[config.mk]
export PLATFORM = sky130hd
export DESIGN_NAME = uart_row_sender
export DESIGN_NICKNAME = d
export VERILOG_FILES = /design/src/rtl/uart2vga_pkg.sv /design/src/rtl/uart_answer_timer.sv /design/src/rtl/uart_row_sender.sv
export SDC_FILE = /design/constraint.sdc
export NUM_CORES = 1
export LEC_CHECK = 0
export ABC_AREA = 1
export BUFFER_PORTS_ARGS = -buffer_cell sky130_fd_sc_hd__buf_2
export CORE_MARGIN = 5
export CORE_UTILIZATION = 39
export CTS_CLUSTER_DIAMETER = 50
export DETAILED_ROUTE_END_ITERATION = 10
export GPL_ROUTABILITY_DRIVEN = 0
export SLEW_MARGIN = 20
export SYNTH_ARGS = -nofsm -noshare
export SYNTH_HDL_FRONTEND = slang
export SYNTH_SLANG_ARGS = --single-unit
[constraint.sdc]
create_clock -name clk -period 3.7 [get_ports clk]
set_input_delay 0.555 -clock clk [delete_from_list [all_inputs] [get_ports clk]]
set_output_delay 0.555 -clock clk [all_outputs]
set_load 0.005 [all_outputs]
[src/rtl/uart2vga_pkg.sv]
// Shared definitions for the UART-to-VGA row link: frame layout, answer
// codes and the row sender state encoding.
package uart2vga_pkg;

  // Frame layout: Y high, Y low, pixel bytes, stop byte.
  localparam int BYTE_SIZE_ROW  = 240;
  localparam int BYTE_SIZE_Y    = 2;
  localparam int BYTE_SIZE_STOP = 1;
  localparam int FRAME_BYTES    = BYTE_SIZE_Y + BYTE_SIZE_ROW + BYTE_SIZE_STOP;

  // Byte values on the wire.
  localparam logic [7:0] STOP_BYTE             = 8'hDD;
  localparam logic [7:0] SUCCESSFULLY_RECEIVED = 8'hFF;
  localparam logic [7:0] NOT_ALL_RECEIVED      = 8'h11;
  // The one answer code the responder sends when it accepts a frame.
  localparam logic [7:0] ANSWER_CODE           = SUCCESSFULLY_RECEIVED;

  typedef enum logic [2:0] {
    IDLE,
    FETCH,
    STROBE,
    WAIT_BUSY_H,
    WAIT_BUSY_L,
    NEXT,
    WAIT_ANS,
    RESULT
  } sender_state_t;

endpackage

[src/rtl/uart_answer_timer.sv]
// Answer watchdog for the row sender: counts cycles while an answer is
// awaited and decodes the received byte into ok / fail / timeout.
// A byte arriving in the expiry cycle wins over the timeout.
module uart_answer_timer
  import uart2vga_pkg::*;
#(
  parameter int TIMEOUT_CYCLES = 50000
) (
  input  logic       clk,
  input  logic       rst_n,
  input  logic       en,
  input  logic       rx_done,
  input  logic [7:0] rx_data,
  output logic       ans_ok,
  output logic       ans_fail,
  output logic       timeout
);

  localparam int               CNT_W    = $clog2(TIMEOUT_CYCLES);
  localparam logic [CNT_W-1:0] CNT_LAST = CNT_W'(TIMEOUT_CYCLES - 1);

  logic [CNT_W-1:0] cnt;

  // Cleared whenever no answer is awaited; saturates at the last count.
  always_ff @(posedge clk or negedge rst_n) begin
    if (!rst_n) begin
      cnt <= '0;
    end else if (!en) begin
      cnt <= '0;
    end else if (cnt != CNT_LAST) begin
      cnt <= cnt + 1'b1;
    end
  end

  assign ans_ok   = en && rx_done && (rx_data == ANSWER_CODE);
  assign ans_fail = en && rx_done && (rx_data != ANSWER_CODE);
  assign timeout  = en && !rx_done && (cnt == CNT_LAST);

endmodule

[src/rtl/uart_row_sender.sv]
// Row sender: streams one image row as a UART frame (Y high, Y low,
// BYTE_SIZE_ROW pixels, stop byte) and, when ANSWER_CHECK_EN is defined,
// waits for the responder's answer and retries on failure or timeout.
// Without ANSWER_CHECK_EN the frame is reported good right after the stop byte.
//
// Transmitter handshake: start_strobe is a one-cycle request carrying
// tx_data; the transmitter acknowledges by raising busy, and the byte is
// finished when busy falls again. tx_data is held until then.
module uart_row_sender
  import uart2vga_pkg::*;
#(
  parameter int TIMEOUT_CYCLES = 50000,
  parameter int MAX_RETRY      = 3
) (
  input  logic                             clk,
  input  logic                             rst_n,
  input  logic                             send_req,
  input  logic [15:0]                      row_y,
  output logic [$clog2(BYTE_SIZE_ROW)-1:0] rd_addr,
  input  logic [7:0]                       rd_data,
  output logic                             start_strobe,
  output logic [7:0]                       tx_data,
  input  logic                             busy,
  input  logic [7:0]                       rx_data,
  input  logic                             rx_done,
  output logic                             ready,
  output logic                             frame_done,
  output logic                             frame_ok,
  output logic [$clog2(MAX_RETRY+1)-1:0]   retry_cnt,
  output sender_state_t                    state_dbg
);

  localparam int ADDR_W  = $clog2(BYTE_SIZE_ROW);
  localparam int RETRY_W = $clog2(MAX_RETRY + 1);
  localparam int IDX_W   = $clog2(FRAME_BYTES);

  localparam logic [IDX_W-1:0]   IDX_FIRST_PIX = IDX_W'(BYTE_SIZE_Y);
  localparam logic [IDX_W-1:0]   IDX_STOP      = IDX_W'(BYTE_SIZE_Y + BYTE_SIZE_ROW);
  localparam logic [RETRY_W-1:0] RETRY_MAX     = RETRY_W'(MAX_RETRY);

  sender_state_t    state, state_nxt;
  logic [IDX_W-1:0] idx, idx_inc;
  logic [15:0]      row_y_q;
  logic             fetch_wait;
  logic [7:0]       byte_sel;
  logic             is_pixel, is_stop, retry_left;
  logic             ans_en, ans_ok, ans_fail, ans_timeout;

  function automatic logic pixel_index(input logic [IDX_W-1:0] i);
    return (i >= IDX_FIRST_PIX) && (i < IDX_STOP);
  endfunction

  assign idx_inc    = idx + 1'b1;
  assign is_pixel   = pixel_index(idx);
  assign is_stop    = (idx == IDX_STOP);
  assign retry_left = (retry_cnt < RETRY_MAX);
  assign ans_en     = (state == WAIT_ANS);

`ifdef ANSWER_CHECK_EN
  localparam bit ANSWER_CHECK = 1'b1;

  uart_answer_timer #(
    .TIMEOUT_CYCLES (TIMEOUT_CYCLES)
  ) u_answer_timer (
    .clk      (clk),
    .rst_n    (rst_n),
    .en       (ans_en),
    .rx_done  (rx_done),
    .rx_data  (rx_data),
    .ans_ok   (ans_ok),
    .ans_fail (ans_fail),
    .timeout  (ans_timeout)
  );
`else
  localparam bit ANSWER_CHECK = 1'b0;

  logic unused_answer;
  assign unused_answer = ^{rx_data, rx_done, ans_en, (TIMEOUT_CYCLES > 1)};
  assign ans_ok        = 1'b0;
  assign ans_fail      = 1'b0;
  assign ans_timeout   = 1'b0;
`endif

  // Byte to send for the current frame index.
  always_comb begin
    byte_sel = rd_data;
    if (idx == '0) begin
      byte_sel = row_y_q[15:8];
    end else if (idx == IDX_W'(1)) begin
      byte_sel = row_y_q[7:0];
    end else if (is_stop) begin
      byte_sel = STOP_BYTE;
    end
  end

  // State register.
  always_ff @(posedge clk or negedge rst_n) begin
    if (!rst_n) begin
      state <= IDLE;
    end else begin
      state <= state_nxt;
    end
  end

  // Next-state decode.
  always_comb begin
    state_nxt = state;
    case (state)
      IDLE:        if (send_req) state_nxt = FETCH;
      FETCH:       if (!is_pixel || fetch_wait) state_nxt = STROBE;
      STROBE:      state_nxt = WAIT_BUSY_H;
      WAIT_BUSY_H: if (busy) state_nxt = WAIT_BUSY_L;
      WAIT_BUSY_L: if (!busy) state_nxt = NEXT;
      NEXT: begin
        if (is_stop) begin
          state_nxt = ANSWER_CHECK ? WAIT_ANS : RESULT;
        end else begin
          state_nxt = FETCH;
        end
      end
      WAIT_ANS: begin
        if (ans_ok) begin
          state_nxt = RESULT;
        end else if (ans_fail || ans_timeout) begin
          state_nxt = retry_left ? FETCH : RESULT;
        end
      end
      RESULT:      state_nxt = IDLE;
      default:     state_nxt = IDLE;
    endcase
  end

  // Frame datapath: index, row buffer address, byte register, result.
  always_ff @(posedge clk or negedge rst_n) begin
    if (!rst_n) begin
      idx        <= '0;
      row_y_q    <= '0;
      fetch_wait <= 1'b0;
      tx_data    <= '0;
      rd_addr    <= '0;
      retry_cnt  <= '0;
      frame_ok   <= 1'b0;
    end else begin
      case (state)
        IDLE: begin
          if (send_req) begin
            row_y_q    <= row_y;
            idx        <= '0;
            fetch_wait <= 1'b0;
            retry_cnt  <= '0;
            frame_ok   <= 1'b0;
          end
        end
        FETCH: begin
          // Pixel bytes spend one extra cycle here for the buffer read.
          if (is_pixel && !fetch_wait) begin
            fetch_wait <= 1'b1;
          end else begin
            fetch_wait <= 1'b0;
            tx_data    <= byte_sel;
          end
        end
        NEXT: begin
          if (is_stop) begin
            if (!ANSWER_CHECK) frame_ok <= 1'b1;
          end else begin
            idx <= idx_inc;
            // Present the address early so data is ready in FETCH.
            if (pixel_index(idx_inc)) rd_addr <= ADDR_W'(idx_inc - IDX_FIRST_PIX);
          end
        end
        WAIT_ANS: begin
          if (ans_ok) begin
            frame_ok <= 1'b1;
          end else if (ans_fail || ans_timeout) begin
            if (retry_left) begin
              retry_cnt <= retry_cnt + 1'b1;
              idx       <= '0;
            end else begin
              frame_ok <= 1'b0;
            end
          end
        end
        default: ;
      endcase
    end
  end

  assign ready        = (state == IDLE);
  assign start_strobe = (state == STROBE);
  assign frame_done   = (state == RESULT);
  assign state_dbg    = state;

endmodule

==> results of run 1 <==
-- worst max-delay path: cells and delay by family, from the launching register on --
family,cells,cell delay [ns]
AND/OR/NAND/NOR,6,0.56
adder cells (fa/ha/maj),1,0.35
AO/OA/AOI/OAI,1,0.26
buffers and inverters,2,0.29
flip-flops,1,0.55
-- path summary, 6_finish.rpt --
path                       startpoint           to  slack [ns]  depth (start not counted)
max in group asynchronous       rst_n       idx[4]        3.06                          1
max                            idx[0]   rd_addr[4]        1.59                         10
min                             rst_n       idx[7]        0.23                          1
min in group clk            row_y[14]  row_y_q[14]        0.43                          3
min reg2reg                rd_addr[0]   rd_addr[0]        0.47                          2
max reg2reg                    idx[0]   rd_addr[4]        1.59                         10
-- flip-flops by register name, indices dropped and copies added (netlist names) --
| name | flops |
|---|---|
| row_y_q | 16 |
| idx | 8 |
| rd_addr | 8 |
| tx_data | 8 |
| state_dbg | 3 |
| fetch_wait | 1 |
| frame_ok | 1 |
-- through the flow --
step,worst slack (ns),utilization [%]
after floorplan,1.88,-
after global placement,1.63,45.2
after detailed placement,1.62,45.2
after CTS,1.59,47.0
after global routing,1.44,47.0
final,1.59,47.0
-- power groups by stage --
stage	logic (W)	registers [W]	clock network (W)
6_report	0.00147	0.000887	0.000406
5_1_grt	0.00169	0.000918	0.000437
3_3_place_gp	0.00144	0.000897	0
3_5_place_dp	0.00147	0.000898	0
4_1_cts	0.00148	0.000888	0.000417
2_1_floorplan	0.00115	0.000847	0
-- cell type report --
| class | count | area (um^2) | area share [%] |
|---|---|---|---|
| Timing Repair Buffer | 51 | 260 | 8.57 |
| Clock buffer | 5 | 68.8 | 2.27 |
| Sequential cell | 45 | 1130 | 37.1 |
| Inverter | 31 | 116 | 3.83 |
| Clock inverter | 3 | 50.0 | 1.65 |
| Multi-Input combinational cell | 261 | 1320 | 43.5 |
| Tap cell | 77 | 96.3 | 3.17 |
-- placed cells by master (no fill, tap or decap) --
cell / n
conb_1: 2
clkinv_4: 1
xor2_1: 2
o21ai_1: 6
nor2_8: 1
nand4_1: 6
ha_1: 6
bufinv_16: 1
inv_2: 7
nand2_4: 4
a31oi_1: 1
clkbuf_8: 5
o211ai_1: 3
nand3_2: 4
nand3_1: 22
o31ai_1: 1
nor3_1: 9
inv_1: 24
nand2_1: 133
buf_2: 49
o22ai_1: 7
o21ai_0: 16
nand3b_1: 1
nand2_2: 5
dfrtp_1: 45
nor2_2: 6
a21oi_1: 3
nor4_1: 1
nor2_4: 7
buf_4: 2
inv_8: 1
nor2_1: 15
-- logic make-up (layout without fill, tap and decap cells) --
group	count (synthesis)	after routing	synth area share (%)
AND/OR/NAND/NOR	214	214	38.7
flip-flops	45	45	42.9
buffers and inverters	41	90	6.91
AO/OA/AOI/OAI	37	37	7.82
adder cells (fa/ha/maj)	6	6	2.86
XOR/XNOR	2	2	0.668
other	1	2	0.143
-- Yosys cell counts (all sizes together) --
| cell | instances |
|---|---|
| nand3 | 26 |
| o21ai | 22 |
| dfrtp | 45 |
| conb | 1 |
| buf | 6 |
| nor4 | 1 |
| a31oi | 1 |
| nand2 | 142 |
| nand3b | 1 |
| nor3 | 9 |
| o31ai | 1 |
| clkbuf | 4 |
| o22ai | 7 |
| o211ai | 3 |
| inv | 31 |
| ha | 6 |
| nor2 | 29 |
| a21oi | 3 |
| xor2 | 2 |
| nand4 | 6 |
-- layer usage --
layer / global-route usage (%) / share of wire, % / vias up
li1: - / - / 1207
met1: 21.0 / 49 / 1015
met2: 24.5 / 46 / 43
met3: 4.09 / 4.4 / 6
met4: 3.09 / 0.90 / 0
met5: 0 / 0 / -
==> impl_metrics.ini, run 1 <==
[critical_path]
worstPathCellList = inv_2 > ha_1 > inv_1 > nand2_1 > o21ai_1 > nor2_4 > nor2_8 > nand2_4 > nand2_1 > nand2_1
cp.required_ns = 3.91
cp_slowest_cell = dfrtp_1
crit_top_cell = nand2_1
cp-end-kind = flop
path_max_fanout = 9
crit_arrival_ns = 2.32
start_kind = flop
crit_type = reg2reg
slowest_delay_ns = 0.55

[grt]
overflow = 0
grt_antenna_before_repair = 0
grt_util_all_layers_pct = 15.3
grt_max_degree = 46
grt_pass1_wl_um = 10700
first_global_vias = 2262

[synthesis]
ys_ff_latch = 45
ys_warn_count = 0
ys_seq_area_share_pct = 42.9
syn_inst = 346
avgSynthCellArea_um2 = 7.58
ys_types = 30
synth.area.top_cells = dfrtp_1 (43%), nand2_1 (19%), nand3_1 (4.2%), inv_1 (3.4%), o21ai_0 (3.1%)
synth.largest_area_cell = dfrtp_1
synth_top_area_share_pct = 42.9
syn-cell-area_um2 = 2620

[cells_and_area]
synthToLayoutAreaGrowth_pct = 15.8
fillers = 677
final_nets = 438
diodes = 0
stdcell_area_um2 = 3040
layout-drive-gt1-share_pct = 23.5
fin_cells = 473

[sta]
worst_pin_slew_ns = 0.592
max_freq_mhz = 473
setup_viol = 0
skew_ns = 0.00650
slew_violations = 0
whs_ns = 0.226
slew-limit-headroom_pct = 60.6
final_min_period_over_clock_period_pct = 57.2
hold_violations = 0
rsz0062_at_grt = no
tns_ns = 0
period_minus_slack_ns = 2.11

[power_and_ir_drop]
pwr-share-comb_pct = 53.2
power.share.clock_pct = 14.7
switchingPower_w = 0.00132
swShare_pct = 47.7
seqPwrFrac_pct = 32.1
intPower_w = 0.00144
p_total_w = 0.00276
p_leak_nw = 1.60
vdd_drop_max_uv = 396
power.density_nw_per_um2 = 908

[clocking]
numCtsBuffers = 5
post_cts_buffers = 0
postCtsHoldBufs = 0
cts.path.max_buffers = 2
cts_tree = done
worst_skew_pair.late_latency_ns = 0.31
clock_sinks = 45
h-tree-depth = 2
root_buffer = clkbuf_8
post_cts_resized = 0
path_clk_slew_ns = 0.10

[die]
core_um2 = 6460
floorplan.initialDensity_pct = 40.6
die_height_um = 92.0
ios = 62
chipWidth_um = 92.0
die_area_um2 = 8470
rows = 29

[place]
dpl.hpwl_um = 4580
post_dp_cell_area_um2 = 2920
io_buffers = 50
dp_cells = 465

[outcome]
status = finished, final reports clean

[flow_run]
maxCapViolations = 0

[hold_path]
hp-class = in2async

[detailed_routing]
post_drt_wl_per_cell_um = 13.0
drtIter0Drc = 150
drt_first_pass_iters = 4
route.vias.total = 2271
via_per_inst = 4.80
totalWireLength_um = 6130
drc_errors = 0
drtAntennaViolNets = 0
Power figures use the tool's default switching activity.
==> inputs of run 2 (changes only) <==
==> constraint.sdc (replaced) <==
create_clock -name clk -period 1.8 [get_ports clk]
set_input_delay 0.27 -clock clk [delete_from_list [all_inputs] [get_ports clk]]
set_output_delay 0.27 -clock clk [all_outputs]
set_load 0.005 [all_outputs]
==> impl_metrics.ini, run 2 (same netlist as run 1, synthesis figures left out) <==
[power_and_ir_drop]
p_leak_nw = 1.75
power.density_nw_per_um2 = 1890
vdd_drop_max_uv = 738
p_total_w = 0.00645

[cells_and_area]
final_nets = 470
largest_register_ffs = 16
synthToLayoutAreaGrowth_pct = 30.1
layout-drive-gt1-share_pct = 34.8
fin_util_pct = 52.9
diodes = 0
stdcell_area_um2 = 3410
largest_register = row_y_q
final_common_cell = nand2_1
final_cell_mix = nand2_1 (121), buf_2 (50), dfrtp_1 (41)

[clocking]
path_clk_slew_ns = 0.09
cts.path.max_buffers = 2
clock_sinks = 45
h-tree-depth = 2
numCtsBuffers = 5
cts_tree = done
root_buffer = clkbuf_8
worst_skew_pair.late_latency_ns = 0.31

[outcome]
status = finished, violations left
violations = negative hold slack

[detailed_routing]
drtAntennaViolNets = 0
drt_first_pass_iters = 4
drc_errors = 0
drtIter0Drc = 76
totalWireLength_um = 6620
post_drt_wl_per_cell_um = 13.1
route.vias.total = 2490
via_per_inst = 4.93

[sta]
rsz0062_at_grt = yes
slew-limit-headroom_pct = 53.9
setup_viol = 0
setup_slack_ns = 0.0478
hold_violations = 2
period_minus_slack_ns = 1.75
whs_ns = -0.00219
max_freq_mhz = 571
skew_ns = 0.00810
final_min_period_over_clock_period_pct = 97.3
slew_violations = 0
worst_pin_slew_ns = 0.691

[place]
dpl.hpwl_um = 4890
post_dp_cell_area_um2 = 3110
io_buffers = 50
pre_cts_ws_ns = -0.0166

[die]
chipWidth_um = 92.0
core_um2 = 6460
die_area_um2 = 8470
die_height_um = 92.0
floorplan.initialDensity_pct = 40.6
ios = 62
rows = 29

[critical_path]
crit_type = reg2reg
cp.required_ns = 2.04
crit_arrival_ns = 1.99
reg2reg_slack_ns = 0.05
path_max_fanout = 8
rr_worst_depth = 12
cp-end-kind = flop
start_kind = flop

[flow_run]
maxCapViolations = 0

[hold_path]
hp-class = in2async

[grt]
grt_max_degree = 30
first_global_vias = 2361
grt_util_all_layers_pct = 15.5
grt_pass1_wl_um = 10800
grt_antenna_before_repair = 0
overflow = 0
==> run 2: changes by cell type in the layout (fill, tap and decap cells not counted), sizes merged <==
| cell | previous run | this run |
|---|---|---|
| clkinv | 1 | 0 |
| clkbuf | 5 | 6 |
| nand2 | 142 | 143 |
| bufinv | 1 | 0 |
| nor2 | 29 | 30 |
| buf | 51 | 81 |
| clkinvlp | 0 | 1 |
==> run 2: final cells by class <==
type                            count  area, um^2
Fill cell                         652        3040
Multi-Input combinational cell    263        1460
Sequential cell                    45        1130
Timing Repair Buffer               81         507
Inverter                           31         119
Tap cell                           77        96.3
Clock buffer                        6        82.6
Clock inverter                      2        16.3
==> run 2: path summary, 6_finish.rpt <==
path,from,to
worst max-delay path,idx[1],rd_addr[0]
worst min-delay path,rst_n,idx[7]
worst max register to register,idx[1],rd_addr[0]
worst min register to register,rd_addr[1],rd_addr[1]
max in group asynchronous,rst_n,row_y_q[12]
min in group clk,row_y[13],row_y_q[13]
==> run 2: critical path: stages, from the launching register on <==
cell and delay (ns):
dfrtp_2 0.44, buf_6 0.13, nand2_2 0.06, nor2_4 0.18, buf_6 0.12, nand3_2 0.08
nand2_4 0.10, nand3_2 0.08, nor2_4 0.19, nor2_8 0.07, nand2_8 0.11, nand2_1 0.06
nand2_1 0.06
==> run 2: per-stage QoR <==
step           setup TNS (ns)  instances
2_1_floorplan               0        347
3_3_place_gp                0        489
3_5_place_dp          -0.0454        489
4_1_cts                     0        497
5_1_grt                -0.439        505
6_report                    0        505
==> run 2: what timing repair did <==
action	4_1_cts	5_1_grt
hold endpoints to repair	0	0
pin swaps	0	16
setup endpoints to repair	8	16
setup buffers	0	6
cloned	0	2
hold buffers	0	0
resized for setup	2	34
==> run 2: layer usage <==
layer / GRT usage [%] / vias up / routed length [um]
li1: - / 1285 / -
met1: 20.8 / 1118 / 3060
met2: 25.2 / 73 / 3120
met3: 3.52 / 14 / 340
met4: 4.21 / 0 / 112
met5: 0 / - / 0
==> run 2: where the power goes <==
part / total (W) / switching, W / internal, W
registers: 0.00181 / 0.000334 / 0.00147
logic: 0.00394 / 0.00231 / 0.00164
clock network: 0.000696 / 0.000380 / 0.000317
total: 0.00645 / 0.00302 / 0.00343
